--- src/rtl/imm_field_narrower_if.sv ---
// Handshake bundle between the offset calculator, the narrower and the instruction-word builder.
// The master drives values in and takes results; the slave is the narrower itself.
interface imm_field_narrower_if;
    logic        in_valid;
    logic        in_ready;
    logic [63:0] in_value;
    logic [1:0]  in_fmt;
    logic        in_scale;
    logic        out_valid;
    logic        out_ready;
    logic [25:0] out_field;
    logic [1:0]  out_fmt;
    logic        out_fits;
    logic        out_misaligned;

    modport master (
        output in_valid, in_value, in_fmt, in_scale, out_ready,
        input  in_ready, out_valid, out_field, out_fmt, out_fits, out_misaligned
    );

    modport slave (
        input  in_valid, in_value, in_fmt, in_scale, out_ready,
        output in_ready, out_valid, out_field, out_fmt, out_fits, out_misaligned
    );
endinterface

--- src/rtl/imm_field_narrower.sv ---
// Packs a 64-bit signed value into a 7/9/19/26-bit two's-complement immediate field,
// optionally dividing by 4 first. Two-stage elastic pipeline with a saturating count of
// overflowing results handed downstream.
module imm_field_narrower #(
    parameter int unsigned CNT_W = 16
) (
    input  logic               clk,
    input  logic               rst_n,
    imm_field_narrower_if.slave bus,
    output logic [CNT_W-1:0]   ovf_count
);

    // Stage 1: raw operands
    logic        r_s1_valid;
    logic [63:0] r_s1_value;
    logic [1:0]  r_s1_fmt;
    logic        r_s1_scale;

    // Stage 2: finished result
    logic        r_s2_valid;
    logic [25:0] r_s2_field;
    logic [1:0]  r_s2_fmt;
    logic        r_s2_fits;
    logic        r_s2_mis;

    logic [CNT_W-1:0] r_ovf_count;

    logic        w_s2_load;
    logic        w_in_xfer;
    logic        w_out_xfer;
    logic [63:0] w_v;
    logic        w_fits;
    logic [25:0] w_mask;
    logic [25:0] w_smax;
    logic [25:0] w_smin;
    logic [25:0] w_field;
    logic        w_mis;

    // Handshake: s2 accepts when empty or draining; s1 accepts when empty or advancing.
    always_comb begin
        w_s2_load    = r_s1_valid & (~r_s2_valid | bus.out_ready);
        w_out_xfer   = r_s2_valid & bus.out_ready;
        bus.in_ready = ~r_s1_valid | w_s2_load;
        w_in_xfer    = bus.in_valid & bus.in_ready;
    end

    // Narrowing arithmetic on the stage-1 operands.
    always_comb begin
        w_v    = r_s1_scale ? 64'($signed(r_s1_value) >>> 2) : r_s1_value;
        w_fits = 1'b0;
        w_mask = 26'h0;
        w_smax = 26'h0;
        w_smin = 26'h0;
        unique case (r_s1_fmt)
            2'd0: begin
                w_fits = (&w_v[63:6]) | ~(|w_v[63:6]);
                w_mask = 26'h000007F;
                w_smax = 26'h000003F;
                w_smin = 26'h0000040;
            end
            2'd1: begin
                w_fits = (&w_v[63:8]) | ~(|w_v[63:8]);
                w_mask = 26'h00001FF;
                w_smax = 26'h00000FF;
                w_smin = 26'h0000100;
            end
            2'd2: begin
                w_fits = (&w_v[63:18]) | ~(|w_v[63:18]);
                w_mask = 26'h007FFFF;
                w_smax = 26'h003FFFF;
                w_smin = 26'h0040000;
            end
            default: begin
                w_fits = (&w_v[63:25]) | ~(|w_v[63:25]);
                w_mask = 26'h3FFFFFF;
                w_smax = 26'h1FFFFFF;
                w_smin = 26'h2000000;
            end
        endcase
        // Out-of-range values clamp toward the sign of v.
        w_field = w_fits ? (w_v[25:0] & w_mask) : (w_v[63] ? w_smin : w_smax);
        // Alignment is judged on the unscaled source; it never affects the field.
        w_mis   = r_s1_scale & (|r_s1_value[1:0]);
    end

    // Stage 1 register.
    always_ff @(posedge clk or negedge rst_n) begin
        if (!rst_n) begin
            r_s1_valid <= 1'b0;
            r_s1_value <= 64'h0;
            r_s1_fmt   <= 2'd0;
            r_s1_scale <= 1'b0;
        end else begin
            if (w_in_xfer) begin
                r_s1_valid <= 1'b1;
                r_s1_value <= bus.in_value;
                r_s1_fmt   <= bus.in_fmt;
                r_s1_scale <= bus.in_scale;
            end else if (w_s2_load) begin
                r_s1_valid <= 1'b0;
            end
        end
    end

    // Stage 2 register; result fields hold while stalled.
    always_ff @(posedge clk or negedge rst_n) begin
        if (!rst_n) begin
            r_s2_valid <= 1'b0;
            r_s2_field <= 26'h0;
            r_s2_fmt   <= 2'd0;
            r_s2_fits  <= 1'b0;
            r_s2_mis   <= 1'b0;
        end else begin
            if (w_s2_load) begin
                r_s2_valid <= 1'b1;
                r_s2_field <= w_field;
                r_s2_fmt   <= r_s1_fmt;
                r_s2_fits  <= w_fits;
                r_s2_mis   <= w_mis;
            end else if (w_out_xfer) begin
                r_s2_valid <= 1'b0;
            end
        end
    end

    // Saturating overflow counter, bumped only when an overflowing result leaves.
    always_ff @(posedge clk or negedge rst_n) begin
        if (!rst_n) begin
            r_ovf_count <= '0;
        end else if (w_out_xfer && !r_s2_fits && (r_ovf_count != {CNT_W{1'b1}})) begin
            r_ovf_count <= r_ovf_count + CNT_W'(1);
        end
    end

    // Output drive.
    always_comb begin
        bus.out_valid      = r_s2_valid;
        bus.out_field      = r_s2_field;
        bus.out_fmt        = r_s2_fmt;
        bus.out_fits       = r_s2_fits;
        bus.out_misaligned = r_s2_mis;
        ovf_count          = r_ovf_count;
    end

endmodule

--- src/flat_wrapper.sv ---
// flat-port wrapper written by rule: the top's interface ports become plain ports
module imm_field_narrower_flat 
#(
    parameter int unsigned CNT_W = 16
)
  (clk, rst_n, ovf_count, bus_in_valid, bus_in_value, bus_in_fmt, bus_in_scale, bus_out_ready, bus_in_ready, bus_out_valid, bus_out_field, bus_out_fmt, bus_out_fits, bus_out_misaligned);
  imm_field_narrower_if bus_i ();
  input  logic clk;
  input  logic rst_n;
  output logic [CNT_W-1:0] ovf_count;
  input wire logic [$bits(bus_i.in_valid)-1:0] bus_in_valid;
  input wire logic [$bits(bus_i.in_value)-1:0] bus_in_value;
  input wire logic [$bits(bus_i.in_fmt)-1:0] bus_in_fmt;
  input wire logic [$bits(bus_i.in_scale)-1:0] bus_in_scale;
  input wire logic [$bits(bus_i.out_ready)-1:0] bus_out_ready;
  output wire logic [$bits(bus_i.in_ready)-1:0] bus_in_ready;
  output wire logic [$bits(bus_i.out_valid)-1:0] bus_out_valid;
  output wire logic [$bits(bus_i.out_field)-1:0] bus_out_field;
  output wire logic [$bits(bus_i.out_fmt)-1:0] bus_out_fmt;
  output wire logic [$bits(bus_i.out_fits)-1:0] bus_out_fits;
  output wire logic [$bits(bus_i.out_misaligned)-1:0] bus_out_misaligned;
  assign bus_i.in_valid = bus_in_valid;
  assign bus_i.in_value = bus_in_value;
  assign bus_i.in_fmt = bus_in_fmt;
  assign bus_i.in_scale = bus_in_scale;
  assign bus_i.out_ready = bus_out_ready;
  assign bus_in_ready = bus_i.in_ready;
  assign bus_out_valid = bus_i.out_valid;
  assign bus_out_field = bus_i.out_field;
  assign bus_out_fmt = bus_i.out_fmt;
  assign bus_out_fits = bus_i.out_fits;
  assign bus_out_misaligned = bus_i.out_misaligned;
  imm_field_narrower #(.CNT_W(CNT_W)) u_core (.clk(clk), .rst_n(rst_n), .bus(bus_i), .ovf_count(ovf_count));
endmodule
--- config.mk ---
export PLATFORM = sky130hd
export DESIGN_NAME = imm_field_narrower_flat
export DESIGN_NICKNAME = d
export VERILOG_FILES = /design/src/rtl/imm_field_narrower_if.sv /design/src/rtl/imm_field_narrower.sv /design/src/flat_wrapper.sv
export SDC_FILE = /design/constraint.sdc
export NUM_CORES = 1
export LEC_CHECK = 0
export CORE_MARGIN = 1.5
export CORE_UTILIZATION = 55
export CTS_BUF_LIST = sky130_fd_sc_hd__clkbuf_16
export DETAILED_ROUTE_END_ITERATION = 7
export PLACE_DENSITY = 0.86
export RECOVER_POWER = 50
export SLEW_MARGIN = 40
export SYNTH_ARGS = -nofsm -noshare
export SYNTH_HDL_FRONTEND = slang
export SYNTH_SLANG_ARGS = --single-unit
--- constraint.sdc ---
create_clock -name clk -period 7 [get_ports clk]
set_input_delay 1.05 -clock clk [delete_from_list [all_inputs] [get_ports clk]]
set_output_delay 1.05 -clock clk [all_outputs]
set_load 0.01 [all_outputs]
==> results.md <==
* Vias in the first global route at 4178
* Fmax at 294 MHz
* Status: finished with violations
* Root Driver: clkbuf_16
* Total CTS buffers at 17
* H-tree levels at 4
* Nets at 638
* Antenna Violating Nets Remaining at 0
* Tot GR Track Use at 0.268
* Clock Skew at 0.0101 ns
* Initial antenna violation count at 0
* Crit share post-route at 0.485
* CP Cell Sequence: nor4_1 > a21oi_1 > or4_1 > nor3_2 > a32oi_1 > o211ai_2 > nor3_1 > a221o_2
* Slew HR at -0.956
* Layout cells sized above 1 at 0.199
* Final Hold Violating Endpoints at 0
* Drt drc at 0
* Leak at 2.96 nW
* Sequential fraction of the synthesis area at 0.540
* Most frequent cells in the layout: dfrtp_1 (114), clkdlybuf4s50_1 (108), mux2_2 (70)
* Crit path largest cell delay at 0.72 ns
* Setup TNS Final at 0 ns
* Crit path kind: flop to flop
* Fin area at 7160 µm²
* Vias at 4182
* Synth async-reset ratio at 1.00
* HPWL after DPL at 8700 µm
* FF+latch count, synth at 115
* Slew Limit Fails at 57
* Number of distinct library cells after synthesis at 48
* DR pass1 iterations at 5
* Initial DRC count at 243
* Syn avg cell area at 11.9 µm²
* Area after DPL at 6590 µm²
* I/O Buffers at 118
* Ys Warns at 0
* Post-CTS sizing at 0
* Post-Syn Nets at 520
* WL/cell at 18.3 µm
* Power Dens Cells at 301 nW/µm²
* Core outline area at 9330 µm²
* Syn-to-layout area delta at 34.4%
* I/O pin count at 119
* Worst-case clock buffer depth at 2
* Least-Margin Pin Slew at 2.93 ns
* CP Data Arrival Time at 3.67 ns
* Mapped Cells at 448
* Slowest CP cell: dfrtp_4
* Die width at 101 µm
* Hold Buf Count CTS at 0
* Largest net degree at the start of global routing at 68
* Sequential Area at 2880 µm²
* Clock transition at the registers of the reported paths at 0.05 ns
* Failing checks: capacitance limit, slew limit
* Area of the multi-input gates at 2340 µm²
* Overflow after GRT at 0
* Layout fillers at 611
* Commonest non-fill, non-tap cell in the layout: dfrtp_1
* Max VDD drop at 0.188 mV
* Count of final setup violators at 0
* Startpoint Class: flop
* Max cap viols at 1
* Crit. End Element: flop
* Starting Density at 0.571
* Clk_lat worst skew at 0.40 ns
* Post-layout minimum cycle time at 3.40 ns
* CP required at 7.27 ns
* Clock Sink Count at 115
* Top_reg_cell synth: dfrtp_1
* Post CTS Setup Buffer Count at 0
* First-pass GRT wire length at 20900 µm
* Die Ht at 101 µm
* CTS tree: yes
* GPL Wtd Cong at 0.876
* Synthesized area at 5330 µm²
* DRT Wirelength at 12900 µm
* Worst hold path class: flop to flop
* Worst Path Max Fanout at 49
* Num rows at 35
* Die Area at 10300 µm²
* Vias per cell at 5.91
* RSZ-0062 raised after global routing: false
* Post-synth EDFFs at 0
* Diode count at 0
-- metal layers --
metal / GRT usage / up-vias / wire length (µm) / share of wire
met5: 0 / - / 0 / 0
met2: 0.444 / 191 / 6620 / 0.51
met3: 0.0538 / 37 / 662 / 0.051
li1: - / 1886 / - / -
met1: 0.343 / 2068 / 5370 / 0.41
met4: 0.121 / 0 / 281 / 0.022
-- flip-flops by register name, summed over array words and instances (netlist names) --
register and cells:
u_core.r_s1_fmt 2, u_core.bus.out_field 26, u_core.ovf_count 16, u_core.bus.out_valid 1, u_core.bus.out_fmt 2, u_core.r_s1_scale 1
u_core.r_s1_valid 1, u_core.bus.out_fits 1, u_core.bus.out_misaligned 1, u_core.r_s1_value 64
-- through the flow --
step	hold WS, ns	power [mW]	setup slack, ns	util	cells
finish	0.468	2.16	3.60	0.768	708
global route	0.510	2.26	3.09	0.768	708
detailed placement	0.463	1.34	3.65	0.706	676
global placement	0.461	1.32	3.71	0.706	676
CTS	0.476	2.17	3.62	0.767	708
floorplan	0.471	1.11	4.40	-	448
-- cell families after synthesis --
logic type                 after synthesis  synth area share
muxes                                   98             0.201
and+or+nand+nor                        143             0.132
xor gates and xnor gates                16            0.0263
buffers and inverters                   24            0.0218
AOI/OAI and AO/OA                       51            0.0772
DFF                                    115             0.540
adders and majority gates                1           0.00235
-- worst max-delay path: cells and delay by family, from the launching register on --
kind	cells	cell delay [ns]
compound gates	4	1.18
flops	1	0.72
simple gates	4	1.34
-- cell usage after synthesis (4+ instances only) --
library cell | number | area, µm²
xor2_1 | 4 | 35.0
nand4_1 | 13 | 81.3
buf_2 | 6 | 30.0
xnor2_1 | 12 | 105
dfrtp_1 | 115 | 2880
o22a_1 | 15 | 131
nor4_1 | 11 | 68.8
nor2_1 | 41 | 154
nand2_1 | 30 | 113
clkbuf_1 | 9 | 33.8
mux2i_1 | 28 | 280
mux2_2 | 70 | 788
nor3_1 | 12 | 60.1
o21ai_0 | 6 | 30.0
a221o_2 | 6 | 67.6
nand3_1 | 17 | 85.1
-- worst paths after layout --
path	from	to	slack, ns	cells after the start
min reg2reg	u_core.bus.out_fmt[0]	u_core.bus.out_fmt[0]	0.47	2
min	u_core.bus.out_fmt[0]	u_core.bus.out_fmt[0]	0.47	2
max in group asynchronous	rst_n	u_core.r_s1_scale	3.73	2
max	u_core.r_s1_scale	u_core.bus.out_field[5]	3.60	8
max reg2reg	u_core.r_s1_scale	u_core.bus.out_field[5]	3.60	8
min in group asynchronous	rst_n	u_core.bus.out_field[2]	1.60	1
-- final cells by class --
class                      instances  share of cell area
sequential                       115               0.402
multi-input combinational        309               0.327
timing repair buffer             120               0.167
clock buffer                      17              0.0594
tap                              129              0.0225
clock inverter                    15              0.0199
inverter                           3             0.00157
-- power breakdown --
part	switching, mW	leakage, nW	internal, mW
Combinational	0.165	1.31	0.255
Sequential	0.139	1.38	0.778
Clock	0.301	0.273	0.519
Total	0.605	2.96	1.55
(Power assumes the default switching activity.)
==> patch (same settings) <==
`CNT_W` is set to 16 in 2 places; all go to 32.
--- a/src/rtl/imm_field_narrower.sv
+++ b/src/rtl/imm_field_narrower.sv
@@ -3,5 +3,5 @@
 // overflowing results handed downstream.
 module imm_field_narrower #(
-    parameter int unsigned CNT_W = 16
+    parameter int unsigned CNT_W = 32
 ) (
     input  logic               clk,
--- a/src/flat_wrapper.sv
+++ b/src/flat_wrapper.sv
@@ -2,5 +2,5 @@
 module imm_field_narrower_flat 
 #(
-    parameter int unsigned CNT_W = 16
+    parameter int unsigned CNT_W = 32
 )
   (clk, rst_n, ovf_count, bus_in_valid, bus_in_value, bus_in_fmt, bus_in_scale, bus_out_ready, bus_in_ready, bus_out_valid, bus_out_field, bus_out_fmt, bus_out_fits, bus_out_misaligned);
Ports: changed (resized ovf_count); port bits go from 119 to 135. The function was not compared with the original's and may differ.
==> patch against the original RTL <==
  * The flow still finishes with violations (capacitance limit, slew limit)
  * Global-route usage is 1.1 points higher
  * Worst setup slack worse by 0.16 ns
  * Power is 13% higher
  * Cell count is 17% higher
  * Wire length is 21% higher
  * Sequential power is 11% higher
  * Synthesized area is 16% higher
  * Design area is 15% higher
  * Sequential cell count is 16 higher
  * Critical endpoint is now u_core.r_s1_scale
  * Largest power group unchanged
  * Highest routed layer unchanged
==> patch: results (changes against the original RTL) <==
[place]
dp_worst_setup_slack_ns = 3.70  ; was 3.65 ns
place.gp.congestion = 0.851  ; was 0.876
place_area_um2 = 7590  ; was 6590 um2
dp_hpwl_um = 10500  ; was 8700 um

[setup_path]
worstPathMaxFanout = 69  ; was 49
crit_path_max_incr_delay_ns = 2.22  ; was 0.72 ns
critPathCapture = u_core.r_s1_scale  ; was u_core.bus.out_field[5]

[route]
vias_per_cell = 6.04  ; was 5.91
post_drt_wl_per_cell_um = 18.9  ; was 18.3 um
wl_met2_um = 8000  ; was 6620 um
drt-met1-wl_um = 6230  ; was 5370 um
drt_pass1_iterations = 6  ; was 5

[grt]
grt_pass1_vias = 5064  ; was 4178
grt_util_met2 = 0.487  ; was 0.444

[status]
status = complete, but fails checks  ; unchanged
violations = capacitance limit, slew limit  ; unchanged

[sta]
slew_violations = 64  ; was 57
worst_pin_slew_ns = 3.22  ; was 2.93 ns

[power_and_ir_drop]
comb_power_share = 0.187  ; was 0.195
ir_drop_mv = 0.227  ; was 0.188 mV
p_sw_mw = 0.673  ; was 0.605 mW
p_comb_mw = 0.455  ; was 0.420 mW

[flow_run]
drv_cap = 1  ; unchanged

[min_path]
hold_start = u_core.ovf_count[11]  ; was u_core.bus.out_fmt[0]
holdPathStages = 1  ; was 2

[cells_and_area]
drive_above_1_share = 0.170  ; was 0.199
utilization = 0.758  ; was 0.768
nets = 748  ; was 638

[synth]
synth_commonest_cells = 131 x dfrtp_1, 77 x mux2_2, 50 x nand2_1  ; was 115 x dfrtp_1, 70 x mux2_2, 41 x nor2_1
ys_seq_area_frac = 0.531  ; was 0.540
synth_nets = 618  ; was 520
synth_cell_type_count = 51  ; was 48

-- patch: cell types whose count changed after synthesis, moves of 9 or more --
| cell | unedited run | this run |
|---|---|---|
| o22a_1 | 15 | 0 |
| xnor2_1 | 12 | 21 |
| mux2i_1 | 28 | 16 |
| a21oi_1 | 3 | 14 |
| clkbuf_1 | 9 | 19 |
| nand2_1 | 30 | 50 |
| a311oi_1 | 0 | 9 |
| dfrtp_1 | 115 | 131 |
-- patch: final cells by class --
type,instances,share of cell area
multi-input combinational,384,0.337
timing repair buffer,136,0.164
sequential,131,0.398
tap,140,0.0212
inverter,6,0.00273
clock buffer,17,0.0515
clock inverter,14,0.0258
-- patch: cells by family (layout without fill, tap and decap cells) --
group                    Yosys count  count (layout)  share of synthesized area
buffers and inverters             31             173                     0.0229
adder cells (fa/ha/maj)            1               1                    0.00203
flip-flops                       131             131                      0.531
multiplexers                      93              93                      0.166
AND/OR/NAND/NOR                  197             197                      0.162
AO/OA/AOI/OAI                     61              61                     0.0707
XOR/XNOR                          32              32                     0.0454
